--- src/rtl/mc_pkg.sv ---
// Shared opcode, ALU function and state definitions for the multi-cycle controller.
// Opcodes are instruction bits [6:2]; the low two bits are always 2'b11 in RV32I.
package mc_pkg;

    localparam logic [4:0] RType  = 5'b01100;
    localparam logic [4:0] IType  = 5'b00100;
    localparam logic [4:0] LType  = 5'b00000;
    localparam logic [4:0] SType  = 5'b01000;
    localparam logic [4:0] SBType = 5'b11000;
    localparam logic [4:0] UType  = 5'b01101;
    localparam logic [4:0] IJal   = 5'b11011;
    localparam logic [4:0] IJalr  = 5'b11001;
    localparam logic [4:0] ICsrr  = 5'b11100;

    // {funct7[5], funct3}
    localparam logic [3:0] ALU_ADD  = 4'b0000;
    localparam logic [3:0] ALU_SUB  = 4'b1000;
    localparam logic [3:0] ALU_SLL  = 4'b0001;
    localparam logic [3:0] ALU_SLT  = 4'b0010;
    localparam logic [3:0] ALU_SLTU = 4'b0011;
    localparam logic [3:0] ALU_XOR  = 4'b0100;
    localparam logic [3:0] ALU_SRL  = 4'b0101;
    localparam logic [3:0] ALU_SRA  = 4'b1101;
    localparam logic [3:0] ALU_OR   = 4'b0110;
    localparam logic [3:0] ALU_AND  = 4'b0111;

    typedef enum logic [1:0] {
        FETCH = 2'd0,
        EXEC  = 2'd1,
        MEM   = 2'd2
    } state_t;

    // Flags come from rs1 - rs2; Carry=1 means no borrow (rs1 >= rs2 unsigned).
    function automatic logic branch_taken(input logic [2:0] f3, input logic zero,
                                          input logic neg, input logic carry);
        case (f3)
            3'b000:  return zero;
            3'b001:  return !zero;
            3'b100:  return neg;
            3'b101:  return !neg;
            3'b110:  return !carry;
            3'b111:  return carry;
            default: return 1'b0;
        endcase
    endfunction

endpackage

--- src/rtl/mc_if.sv ---
// Controller-facing bundle: instruction fetch, datapath control/flags, data memory and irq.
// The controller drives through master; the memories/datapath model sits on slave.
interface mc_if #(
    parameter int NBITS       = 8,
    parameter int NREGS       = 32,
    parameter int WIDTH_ALUF  = 4,
    parameter int NINSTR_BITS = 32
);
    localparam int RBITS = $clog2(NREGS);

    logic                    instr_req;
    logic [NBITS-1:0]        instr_addr;
    logic [NINSTR_BITS-1:0]  instruction;
    logic                    instr_valid;

    logic [RBITS-1:0]        RS1;
    logic [RBITS-1:0]        RS2;
    logic [RBITS-1:0]        RD;
    logic signed [NBITS-1:0] IMM;
    logic                    ALUSrc;
    logic [WIDTH_ALUF-1:0]   ALUControl;
    logic                    MemtoReg;
    logic                    RegWrite;
    logic                    link;
    logic [NBITS-1:0]        pclink;
    logic                    Zero;
    logic                    Neg;
    logic                    Carry;
    logic [NBITS-1:0]        PCReg;

    logic                    MemRead;
    logic                    MemWrite;
    logic                    busy;
    logic                    interrupt;

    modport master (
        output instr_req, instr_addr, RS1, RS2, RD, IMM, ALUSrc, ALUControl,
               MemtoReg, RegWrite, link, pclink, MemRead, MemWrite,
        input  instruction, instr_valid, Zero, Neg, Carry, PCReg, busy, interrupt
    );

    modport slave (
        input  instr_req, instr_addr, RS1, RS2, RD, IMM, ALUSrc, ALUControl,
               MemtoReg, RegWrite, link, pclink, MemRead, MemWrite,
        output instruction, instr_valid, Zero, Neg, Carry, PCReg, busy, interrupt
    );

endinterface

--- src/rtl/mc_immgen.sv ---
// Immediate generator: selects I/S/B/U/J format from the opcode, purely combinational.
// Result is the 32-bit RV32I immediate sign-extended or truncated to NBITS.
module mc_immgen
    import mc_pkg::*;
#(
    parameter int NBITS       = 8,
    parameter int NINSTR_BITS = 32
) (
    input  logic [NINSTR_BITS-1:0] ir,
    output logic signed [NBITS-1:0] imm
);

    logic signed [31:0] imm32;
    logic               unused_lsb;

    assign unused_lsb = ^ir[1:0];

    always_comb begin
        case (ir[6:2])
            SType:   imm32 = {{20{ir[31]}}, ir[31:25], ir[11:7]};
            SBType:  imm32 = {{19{ir[31]}}, ir[31], ir[7], ir[30:25], ir[11:8], 1'b0};
            UType:   imm32 = {ir[31:12], 12'b0};
            IJal:    imm32 = {{11{ir[31]}}, ir[31], ir[19:12], ir[20], ir[30:21], 1'b0};
            default: imm32 = {{20{ir[31]}}, ir[31:20]};
        endcase
        imm = NBITS'(imm32);
    end

endmodule

--- src/rtl/mc_controller.sv ---
// Multi-cycle RV32I controller: FETCH -> EXEC [-> MEM] with maskable interrupt entry.
// 2 cycles min per ALU/branch/jump, 3 min per load/store; stalls on instr_valid=0 and busy=1.
module mc_controller
    import mc_pkg::*;
#(
    parameter int               NBITS       = 8,
    parameter int               NREGS       = 32,
    parameter int               WIDTH_ALUF  = 4,
    parameter int               NINSTR_BITS = 32,
    parameter logic [NBITS-1:0] RESET_PC    = '0,
    parameter logic [NBITS-1:0] IRQ_VECTOR  = NBITS'('h40)
) (
    input  logic             clock,
    input  logic             reset,
    mc_if.master             bus,
    output logic [NBITS-1:0] pc
);

    localparam int RBITS = $clog2(NREGS);

    state_t                 state_q, state_d;
    logic [NBITS-1:0]       pc_q, pc_d;
    logic [NBITS-1:0]       sepc_q, sepc_d;
    logic [NINSTR_BITS-1:0] ir_q, ir_d;
    logic                   ie_q, ie_d;

    logic signed [NBITS-1:0] imm;
    logic [4:0]              opcode;
    logic [2:0]              f3;
    logic                    f7b5;
    logic [NBITS-1:0]        pc_plus4;
    logic [NBITS-1:0]        pc_plus_imm;
    logic [NBITS-1:0]        next_pc;
    logic                    done;

    mc_immgen #(
        .NBITS       (NBITS),
        .NINSTR_BITS (NINSTR_BITS)
    ) u_immgen (
        .ir  (ir_q),
        .imm (imm)
    );

    assign opcode      = ir_q[6:2];
    assign f3          = ir_q[14:12];
    assign f7b5        = ir_q[30];
    assign pc_plus4    = pc_q + NBITS'(4);
    assign pc_plus_imm = pc_q + $unsigned(imm);
    assign pc          = pc_q;

    always_ff @(posedge clock) begin
        if (reset) begin
            state_q <= FETCH;
            pc_q    <= RESET_PC;
            sepc_q  <= '0;
            ie_q    <= 1'b1;
            ir_q    <= '0;
        end else begin
            state_q <= state_d;
            pc_q    <= pc_d;
            sepc_q  <= sepc_d;
            ie_q    <= ie_d;
            ir_q    <= ir_d;
        end
    end

    always_comb begin
        state_d = state_q;
        pc_d    = pc_q;
        sepc_d  = sepc_q;
        ie_d    = ie_q;
        ir_d    = ir_q;
        next_pc = pc_plus4;
        done    = 1'b0;

        bus.instr_req  = 1'b0;
        bus.instr_addr = pc_q;
        bus.RS1        = '0;
        bus.RS2        = '0;
        bus.RD         = '0;
        bus.IMM        = '0;
        bus.ALUSrc     = 1'b0;
        bus.ALUControl = '0;
        bus.MemtoReg   = 1'b0;
        bus.RegWrite   = 1'b0;
        bus.link       = 1'b0;
        bus.pclink     = pc_plus4;
        bus.MemRead    = 1'b0;
        bus.MemWrite   = 1'b0;

        // Decode fields stay visible for the whole of EXEC and MEM.
        if (state_q != FETCH) begin
            bus.RS1 = RBITS'(ir_q[19:15]);
            bus.RS2 = RBITS'(ir_q[24:20]);
            bus.RD  = RBITS'(ir_q[11:7]);
            bus.IMM = imm;
        end

        case (state_q)
            FETCH: begin
                bus.instr_req = 1'b1;
                if (bus.instr_valid) begin
                    ir_d    = bus.instruction;
                    state_d = EXEC;
                end
            end
            EXEC: begin
                done    = 1'b1;
                state_d = FETCH;
                case (opcode)
                    RType: begin
                        bus.ALUControl = WIDTH_ALUF'({f7b5, f3});
                        bus.RegWrite   = 1'b1;
                    end
                    IType: begin
                        bus.ALUSrc     = 1'b1;
                        bus.ALUControl = (f3 == 3'b101) ? WIDTH_ALUF'({f7b5, f3})
                                                        : WIDTH_ALUF'({1'b0, f3});
                        bus.RegWrite   = 1'b1;
                    end
                    UType: begin
                        bus.ALUSrc     = 1'b1;
                        bus.RS1        = '0;
                        bus.ALUControl = WIDTH_ALUF'(ALU_ADD);
                        bus.RegWrite   = 1'b1;
                    end
                    SBType: begin
                        bus.ALUControl = WIDTH_ALUF'(ALU_SUB);
                        if (branch_taken(f3, bus.Zero, bus.Neg, bus.Carry))
                            next_pc = pc_plus_imm;
                    end
                    IJal: begin
                        bus.link     = 1'b1;
                        bus.RegWrite = 1'b1;
                        next_pc      = pc_plus_imm;
                    end
                    IJalr: begin
                        bus.ALUSrc     = 1'b1;
                        bus.ALUControl = WIDTH_ALUF'(ALU_ADD);
                        bus.link       = 1'b1;
                        bus.RegWrite   = 1'b1;
                        next_pc        = {bus.PCReg[NBITS-1:1], 1'b0};
                    end
                    ICsrr: begin
                        bus.link     = 1'b1;
                        bus.pclink   = sepc_q;
                        bus.RegWrite = 1'b1;
                        ie_d         = 1'b1;
                    end
                    LType, SType: begin
                        bus.ALUSrc     = 1'b1;
                        bus.ALUControl = WIDTH_ALUF'(ALU_ADD);
                        done           = 1'b0;
                        state_d        = MEM;
                    end
                    default: ;
                endcase
            end
            MEM: begin
                bus.ALUSrc     = 1'b1;
                bus.ALUControl = WIDTH_ALUF'(ALU_ADD);
                bus.MemRead    = (opcode == LType);
                bus.MemWrite   = (opcode == SType);
                if (!bus.busy) begin
                    done    = 1'b1;
                    state_d = FETCH;
                    if (opcode == LType) begin
                        bus.MemtoReg = 1'b1;
                        bus.RegWrite = 1'b1;
                    end
                end
            end
            default: state_d = FETCH;
        endcase

        // The completing instruction commits; only the PC is redirected.
        if (done) begin
            pc_d = next_pc;
            if (bus.interrupt && ie_q) begin
                sepc_d = next_pc;
                pc_d   = IRQ_VECTOR;
                ie_d   = 1'b0;
            end
        end

        if (reset) begin
            bus.instr_req  = 1'b0;
            bus.RS1        = '0;
            bus.RS2        = '0;
            bus.RD         = '0;
            bus.IMM        = '0;
            bus.ALUSrc     = 1'b0;
            bus.ALUControl = '0;
            bus.MemtoReg   = 1'b0;
            bus.RegWrite   = 1'b0;
            bus.link       = 1'b0;
            bus.pclink     = '0;
            bus.MemRead    = 1'b0;
            bus.MemWrite   = 1'b0;
        end
    end

endmodule

--- src/flat_wrapper.sv ---
// flat-port wrapper written by rule: the top's interface ports become plain ports
module mc_controller_flat import mc_pkg::*;
#(
    parameter int               NBITS       = 8,
    parameter int               NREGS       = 32,
    parameter int               WIDTH_ALUF  = 4,
    parameter int               NINSTR_BITS = 32,
    parameter logic [NBITS-1:0] RESET_PC    = '0,
    parameter logic [NBITS-1:0] IRQ_VECTOR  = NBITS'('h40)
)
  (clock, reset, pc, bus_instr_req, bus_instr_addr, bus_RS1, bus_RS2, bus_RD, bus_IMM, bus_ALUSrc, bus_ALUControl, bus_MemtoReg, bus_RegWrite, bus_link, bus_pclink, bus_MemRead, bus_MemWrite, bus_instruction, bus_instr_valid, bus_Zero, bus_Neg, bus_Carry, bus_PCReg, bus_busy, bus_interrupt);
  mc_if #(.NBITS(NBITS), .NREGS(NREGS), .WIDTH_ALUF(WIDTH_ALUF), .NINSTR_BITS(NINSTR_BITS)) bus_i ();
  input  logic clock;
  input  logic reset;
  output logic [NBITS-1:0] pc;
  output wire logic [$bits(bus_i.instr_req)-1:0] bus_instr_req;
  output wire logic [$bits(bus_i.instr_addr)-1:0] bus_instr_addr;
  output wire logic [$bits(bus_i.RS1)-1:0] bus_RS1;
  output wire logic [$bits(bus_i.RS2)-1:0] bus_RS2;
  output wire logic [$bits(bus_i.RD)-1:0] bus_RD;
  output wire logic [$bits(bus_i.IMM)-1:0] bus_IMM;
  output wire logic [$bits(bus_i.ALUSrc)-1:0] bus_ALUSrc;
  output wire logic [$bits(bus_i.ALUControl)-1:0] bus_ALUControl;
  output wire logic [$bits(bus_i.MemtoReg)-1:0] bus_MemtoReg;
  output wire logic [$bits(bus_i.RegWrite)-1:0] bus_RegWrite;
  output wire logic [$bits(bus_i.link)-1:0] bus_link;
  output wire logic [$bits(bus_i.pclink)-1:0] bus_pclink;
  output wire logic [$bits(bus_i.MemRead)-1:0] bus_MemRead;
  output wire logic [$bits(bus_i.MemWrite)-1:0] bus_MemWrite;
  input wire logic [$bits(bus_i.instruction)-1:0] bus_instruction;
  input wire logic [$bits(bus_i.instr_valid)-1:0] bus_instr_valid;
  input wire logic [$bits(bus_i.Zero)-1:0] bus_Zero;
  input wire logic [$bits(bus_i.Neg)-1:0] bus_Neg;
  input wire logic [$bits(bus_i.Carry)-1:0] bus_Carry;
  input wire logic [$bits(bus_i.PCReg)-1:0] bus_PCReg;
  input wire logic [$bits(bus_i.busy)-1:0] bus_busy;
  input wire logic [$bits(bus_i.interrupt)-1:0] bus_interrupt;
  assign bus_instr_req = bus_i.instr_req;
  assign bus_instr_addr = bus_i.instr_addr;
  assign bus_RS1 = bus_i.RS1;
  assign bus_RS2 = bus_i.RS2;
  assign bus_RD = bus_i.RD;
  assign bus_IMM = bus_i.IMM;
  assign bus_ALUSrc = bus_i.ALUSrc;
  assign bus_ALUControl = bus_i.ALUControl;
  assign bus_MemtoReg = bus_i.MemtoReg;
  assign bus_RegWrite = bus_i.RegWrite;
  assign bus_link = bus_i.link;
  assign bus_pclink = bus_i.pclink;
  assign bus_MemRead = bus_i.MemRead;
  assign bus_MemWrite = bus_i.MemWrite;
  assign bus_i.instruction = bus_instruction;
  assign bus_i.instr_valid = bus_instr_valid;
  assign bus_i.Zero = bus_Zero;
  assign bus_i.Neg = bus_Neg;
  assign bus_i.Carry = bus_Carry;
  assign bus_i.PCReg = bus_PCReg;
  assign bus_i.busy = bus_busy;
  assign bus_i.interrupt = bus_interrupt;
  mc_controller #(.NBITS(NBITS), .NREGS(NREGS), .WIDTH_ALUF(WIDTH_ALUF), .NINSTR_BITS(NINSTR_BITS), .RESET_PC(RESET_PC), .IRQ_VECTOR(IRQ_VECTOR)) u_core (.clock(clock), .reset(reset), .bus(bus_i), .pc(pc));
endmodule
--- config.mk ---
export PLATFORM = sky130hd
export DESIGN_NAME = mc_controller_flat
export DESIGN_NICKNAME = d
export VERILOG_FILES = /design/src/rtl/mc_pkg.sv /design/src/rtl/mc_if.sv /design/src/rtl/mc_immgen.sv /design/src/rtl/mc_controller.sv /design/src/flat_wrapper.sv
export SDC_FILE = /design/constraint.sdc
export NUM_CORES = 1
export LEC_CHECK = 0
export BUFFER_PORTS_ARGS = -buffer_cell sky130_fd_sc_hd__buf_2
export CAP_MARGIN = 20
export CORE_UTILIZATION = 50
export CTS_BUF_LIST = sky130_fd_sc_hd__clkbuf_2 sky130_fd_sc_hd__clkbuf_4 sky130_fd_sc_hd__clkbuf_8
export CTS_CLUSTER_DIAMETER = 50
export DETAILED_ROUTE_END_ITERATION = 8
export HOLD_SLACK_MARGIN = 0.05
export PLACE_DENSITY = 0.81
export SETUP_SLACK_MARGIN = 0.15
export SYNTH_ARGS = -nofsm -noshare
export SYNTH_HDL_FRONTEND = slang
export SYNTH_SLANG_ARGS = --single-unit
--- constraint.sdc ---
create_clock -name clock -period 3.96 [get_ports clock]
set_input_delay 0.792 -clock clock [delete_from_list [all_inputs] [get_ports clock]]
set_output_delay 0.792 -clock clock [all_outputs]
set_load 0.03 [all_outputs]
### Yosys cells after proc, flatten, opt, wreduce, memory -nomap -nowiden

Index checks and enable logic that the tools add are counted.

| storage, ports and cells | value |
|---|---|
| register bits after elaboration | 50 |
| input port bits | 48 |
| output and inout bits | 58 |
| word-level logic and storage cells | 94 |

| operators by class | value |
|---|---|
| $add $sub $neg | 2 |
| eq/ne operators | 17 |
| multiplexer cells | 55 |
| reductions and logical operators | 15 |

Operators by type and width:

| operator | number |
|---|---|
| $mux 8 | 8 |
| $mux 5 | 8 |
| $pmux 8 s4 | 1 |
| $mux 1 | 25 |
| $pmux 8 s3 | 1 |
| $eq 5x5->1 const B | 4 |
| $eq 5x4->1 const B | 3 |
| $eq 3x3->1 const B | 4 |
| $mux 4 | 3 |
| $pmux 4 s3 | 1 |
| $add 8x3->8 const B | 1 |
| $add 8x8->8 | 1 |
| $mux 2 | 3 |
| $pmux 1 s2 | 3 |
| $pmux 1 s6 | 1 |
| $pmux 2 s3 | 1 |
| $reduce_and 2->1 | 3 |
| $reduce_or 6->1 | 1 |
| $eq 5x3->1 const B | 1 |
| $logic_not 5->1 | 1 |
| $reduce_or 5->1 | 1 |
| $ne 2x2->1 const B | 2 |
| $eq 3x1->1 const B | 1 |
| $logic_not 1->1 | 3 |
| 8 further kinds | 8 |

### Depth between registers and ports, before layout

| logic depth | value |
|---|---|
| depth after elaboration | 8 |
| mapped depth | 15 |
| mapped depth without buffers | 14 |

### Hierarchy

A second synthesis with hierarchy kept.

| second synthesis, totals | value |
|---|---|
| cell total of the unflattened synthesis | 410 |
| area, all modules | 3256.9 um^2 |

Modules (own cells, without submodules):

| module | instances | cells an instance | area an instance (um^2) | sequential area each (um^2) |
|---|---|---|---|---|
| mc_controller | 1 | 387 | 3054.2 | 1021.0 |
| mc_immgen | 1 | 23 | 202.7 | 0.0 |

### Least setup slack after synthesis

No wires, ideal clock.

| path | value |
|---|---|
| path type | register to register |
| start | reg u_core.ir_q[3] |
| end | reg u_core.sepc_q[7] |
| setup time | 0.141 ns |
| data arrival time | 2.899 ns |
| data required time | 3.819 ns |
| slack | 0.920 ns |
| cell stages (with the launch flop) | 15 |
| path buffers | 2 |
| period minus slack after synthesis | 3.040 ns |
| path through | dfxtp_1 -> buf_6 -> nand2b_1 -> or3_1 -> clkbuf_1 -> and3_1 -> a21oi_1 -> inv_1 -> ha_1 -> a211oi_1 -> o311ai_0 -> a21oi_1 -> xnor2_1 -> a222oi_1 -> a211oi_2 |

| between the ends | value |
|---|---|
| word-level cells in the longest chain between the ends | 6 |
| elaborated cells on any way between the ends | 15 |
| classes of those cells | add/sub (1); eq/ne (5); mux (6); reduce/logical (3) |

Ends and longest elaborated chain:

| what | RTL line | RTL |
|---|---|---|
| from (decl) | mc_controller.sv:24 | `logic [NINSTR_BITS-1:0] ir_q, ir_d;` |
| from (signal assigned) | mc_controller.sv:63 | `ir_q <= ir_d;` |
| $eq 5x5->1, or another cell as far along | mc_immgen.sv:19, mc_controller.sv:110 |  |
| $pmux 8 s4 | mc_immgen.sv:19 | `case (ir[6:2])` |
| $add 8x8->8 | mc_controller.sv:48 | `assign pc_plus_imm = pc_q + $unsigned(imm);` |
| $mux 8 | mc_controller.sv:129 | `if (branch_taken(f3, bus.Zero, bus.Neg, bus.Carry))` |
| $pmux 8 s3 | mc_controller.sv:110 | `case (opcode)` |
| $mux 8 | mc_controller.sv:99 | `case (state_q)` |
| to (signal assigned) | mc_controller.sv:61 | `sepc_q <= sepc_d;` |
| to (decl) | mc_controller.sv:23 | `logic [NBITS-1:0] sepc_q, sepc_d;` |

Several ways; a longest one is shown, not always the timed one.
A chain may end at the register's enable or synchronous reset.

### Final worst setup path

| path | value |
|---|---|
| start | reg u_core.ir_q[2] |
| end | reg u_core.sepc_q[7] |

Same word-level chain as after synthesis.

==> impl_metrics.toml <==
[worst_setup_path]
crit_buf_inv = 2
crit_path_start = "u_core.ir_q[2]"
start_kind = "register"
critPathMostFrequentCell = "a21oi_1"
crit_arrival_ns = 3.61
worstSetupPathType = "reg -> reg"
timing.rr.start = "u_core.ir_q[2]"
path_max_fanout = 14
critPathTopFamily = "compound AO/OA/AOI/OAI gates"
slowest_stage = "dfxtp_1"
end_kind = "register"
worstPathCellList = "nand2b_1 > or3_1 > and3_1 > a21oi_1 > buf_4 > inv_1 > ha_1 > a211oi_1 > o311ai_0 > a21oi_1 > xnor2_1 > a222oi_1 > a211oi_2"
cp.required_ns = 4.14
cpPeakStageDelay_ns = 0.59

[pwr]
vdd_drop_max_mv = 0.199
power_per_cell_area_nw_per_um2 = 293
leakage_nw = 1.69

[yosys]
mappedNetlistNets = 463
synth_compound_area_share_pct = 23.2
postSynth.asyncResetShare_pct = 0
yosys.cell_types.count = 58
ys_ff_latch = 46
synth_xor_area_share_pct = 3.17
yosysWarnings = 0
ys_top_cells_by_area = "dfxtp_1, nand2_1, a21oi_1, and2_1, ha_1"
synth_top_family_by_area = "simple AND/OR/NAND/NOR gates"
synth_edf_count = 0
synthFlopType = "dfxtp_1"
ys_seq_area_share_pct = 30.3
syn_avg_cell_area_um2 = 7.54
yosysTopAreaCell = "dfxtp_1"
synth_top_cell_area_share_pct = 30.3
synthSimpleGateAreaFrac_pct = 28.6
synth_area_um2 = 3040
synth_fa_ha_area_share_pct = 5.19
synth_cells = 403
synth.area.mux_share_pct = 1.98

[clocking]
hold_buffers = 0
root_buffer = "clkbuf_8"
ctsResizeCount = 0
cts-buffers-inserted = 5
cts_tree = "built"
cts_setup_buffers = 0
cts_num_sinks = 46
cts.clk_slew.worst_paths_ns = 0.10
clock_latency_ns = 0.32
clockBufferDepth = 2
htree_levels = 2

[layout]
area_growth_pct = 17.4
n_antenna_cell = 0
drive_above_1_share_pct = 26.1
final_cell_mix = "buf_2, nand2_1, dfxtp_1, a21oi_1, nor2_1"
nFillCells = 565
final_net_count = 541
final_common_cell = "buf_2"

[sta]
period_needed_ns = 3.43
worst_pin_slew_ns = 1.01
max_slew_margin_pct = 32.9
slew_violations = 0
timing.final.crit_share_pct = 86.7
rsz0062_at_grt = "no"
clock_skew_ns = 0.0169
hold_viol_final = 0
setup-tns-final_ns = 0
max_freq_mhz = 291
setup_viol = 0
setup_ws_ns = 0.527

[die]
fp-row-count = 28
die_area_um2 = 6400
die_y_um = 80.0
die_w_um = 80.0
ios = 106
core-area_um2 = 5890
initial_utilization_pct = 51.7

[global_route]
gr-total-overflow = 0
antenna_found_initial = 0
grt.met3_usage_pct = 4.91
met1_usage_pct = 32.0
grt_max_degree = 39
first_global_vias = 2827
track_usage_pct = 25.4
grt.busiest_layer = "met2"
met2_usage_pct = 42.3
grt_pass1_wl_um = 12600

[routing]
dr.first_iter.drc_count = 183
ant_nets = 0
vias = 3088
drc = 0
vias_per_cell = 5.54
drt-pass1-iter-count = 5
drt-total-wl_um = 7760
wl_per_cell_um = 13.9

[placed_design]
hpwl_um = 5690
port_buffers = 99
pre_cts_ws_ns = 0.564
gp_congestion = 0.844

[min_path]
worstHoldPathType = "reg -> reg"
min_from = "u_core.ir_q[16]"

[run]
maxCapViolations = 0

[outcome]
outcome = "completed"
## metal layers
layer / part of all wire, % / vias to the layer above
li1: - / 1540
met1: 44 / 1417
met2: 47 / 119
met3: 6.5 / 12
met4: 1.7 / 0
met5: 0 / -
## worst paths after layout
path	slack (ns)	cells after the start	end
worst max-delay path	0.53	13	u_core.sepc_q[7]
worst min-delay path	0.46	2	u_core.ir_q[16]
worst max register to register	0.53	13	u_core.sepc_q[7]
worst min register to register	0.46	2	u_core.ir_q[16]
## kinds of logic after synthesis
logic type | Yosys count
buffers and inverters | 47
and+or+nand+nor | 182
adders and majority gates | 12
DFF | 46
muxes | 6
AOI/OAI and AO/OA | 99
xor gates and xnor gates | 11
## state kept, by name, summed over array words and instances (netlist names)
signal                 flops
u_core.sepc_q              8
u_core.ie_q                1
u_core.bus.instr_addr      8
u_core.ir_q               27
u_core.state_q             2
## worst min-delay path: cells and delay by family, from the launching register on
family          cells  cell delay, ns
compound gates      1            0.05
flops               1            0.32
simple gates        1            0.05
## area by class of cell
class,count,area [µm²],share of cell area [%]
Tap cell,75,93.8,2.63
Clock inverter,3,23.8,0.666
Inverter,17,63.8,1.79
Timing Repair Buffer,101,510,14.3
Sequential cell,46,921,25.8
Clock buffer,5,68.8,1.93
Multi-Input combinational cell,310,1890,52.9
## stage by stage
| step | hold slack, ns | cell area [µm²] | instances | util (%) | power [mW] |
|---|---|---|---|---|---|
| after floorplan | 0.432 | 3040 | 403 | - | 0.684 |
| after global placement | 0.437 | 3480 | 549 | 59.1 | 0.739 |
| after detailed placement | 0.444 | 3480 | 549 | 59.1 | 0.745 |
| after CTS | 0.458 | 3570 | 557 | 60.7 | 1.05 |
| after global routing | 0.486 | 3570 | 557 | 60.7 | 1.10 |
| final | 0.456 | 3570 | 557 | 60.7 | 1.04 |
## power breakdown
part	internal [mW]	switching [mW]	total, mW
Combinational	0.0833	0.139	0.222
Clock	0.126	0.181	0.307
Sequential	0.487	0.0281	0.515
## cells in the mapped netlist (all sizes together), types with 2 or more instances
| cell type | n |
|---|---|
| o31a | 2 |
| a31oi | 2 |
| a21oi | 44 |
| o31ai | 2 |
| nand2 | 82 |
| dfxtp | 46 |
| nor2 | 33 |
| mux2i | 6 |
| a222oi | 6 |
| o21ai | 12 |
| clkbuf | 14 |
| and3b | 2 |
| ha | 11 |
| a32oi | 2 |
| o311ai | 2 |
| xnor2 | 6 |
| nand2b | 10 |
| nand3 | 8 |
| buf | 16 |
| and2 | 22 |
| xor2 | 5 |
| or2 | 3 |
| inv | 17 |
| nor3 | 8 |
| a211oi | 10 |
| and3 | 4 |
| nand3b | 2 |
| o21a | 4 |
| or3 | 3 |
| o22ai | 3 |
No activity file was read; power rests on OpenSTA's default activity.
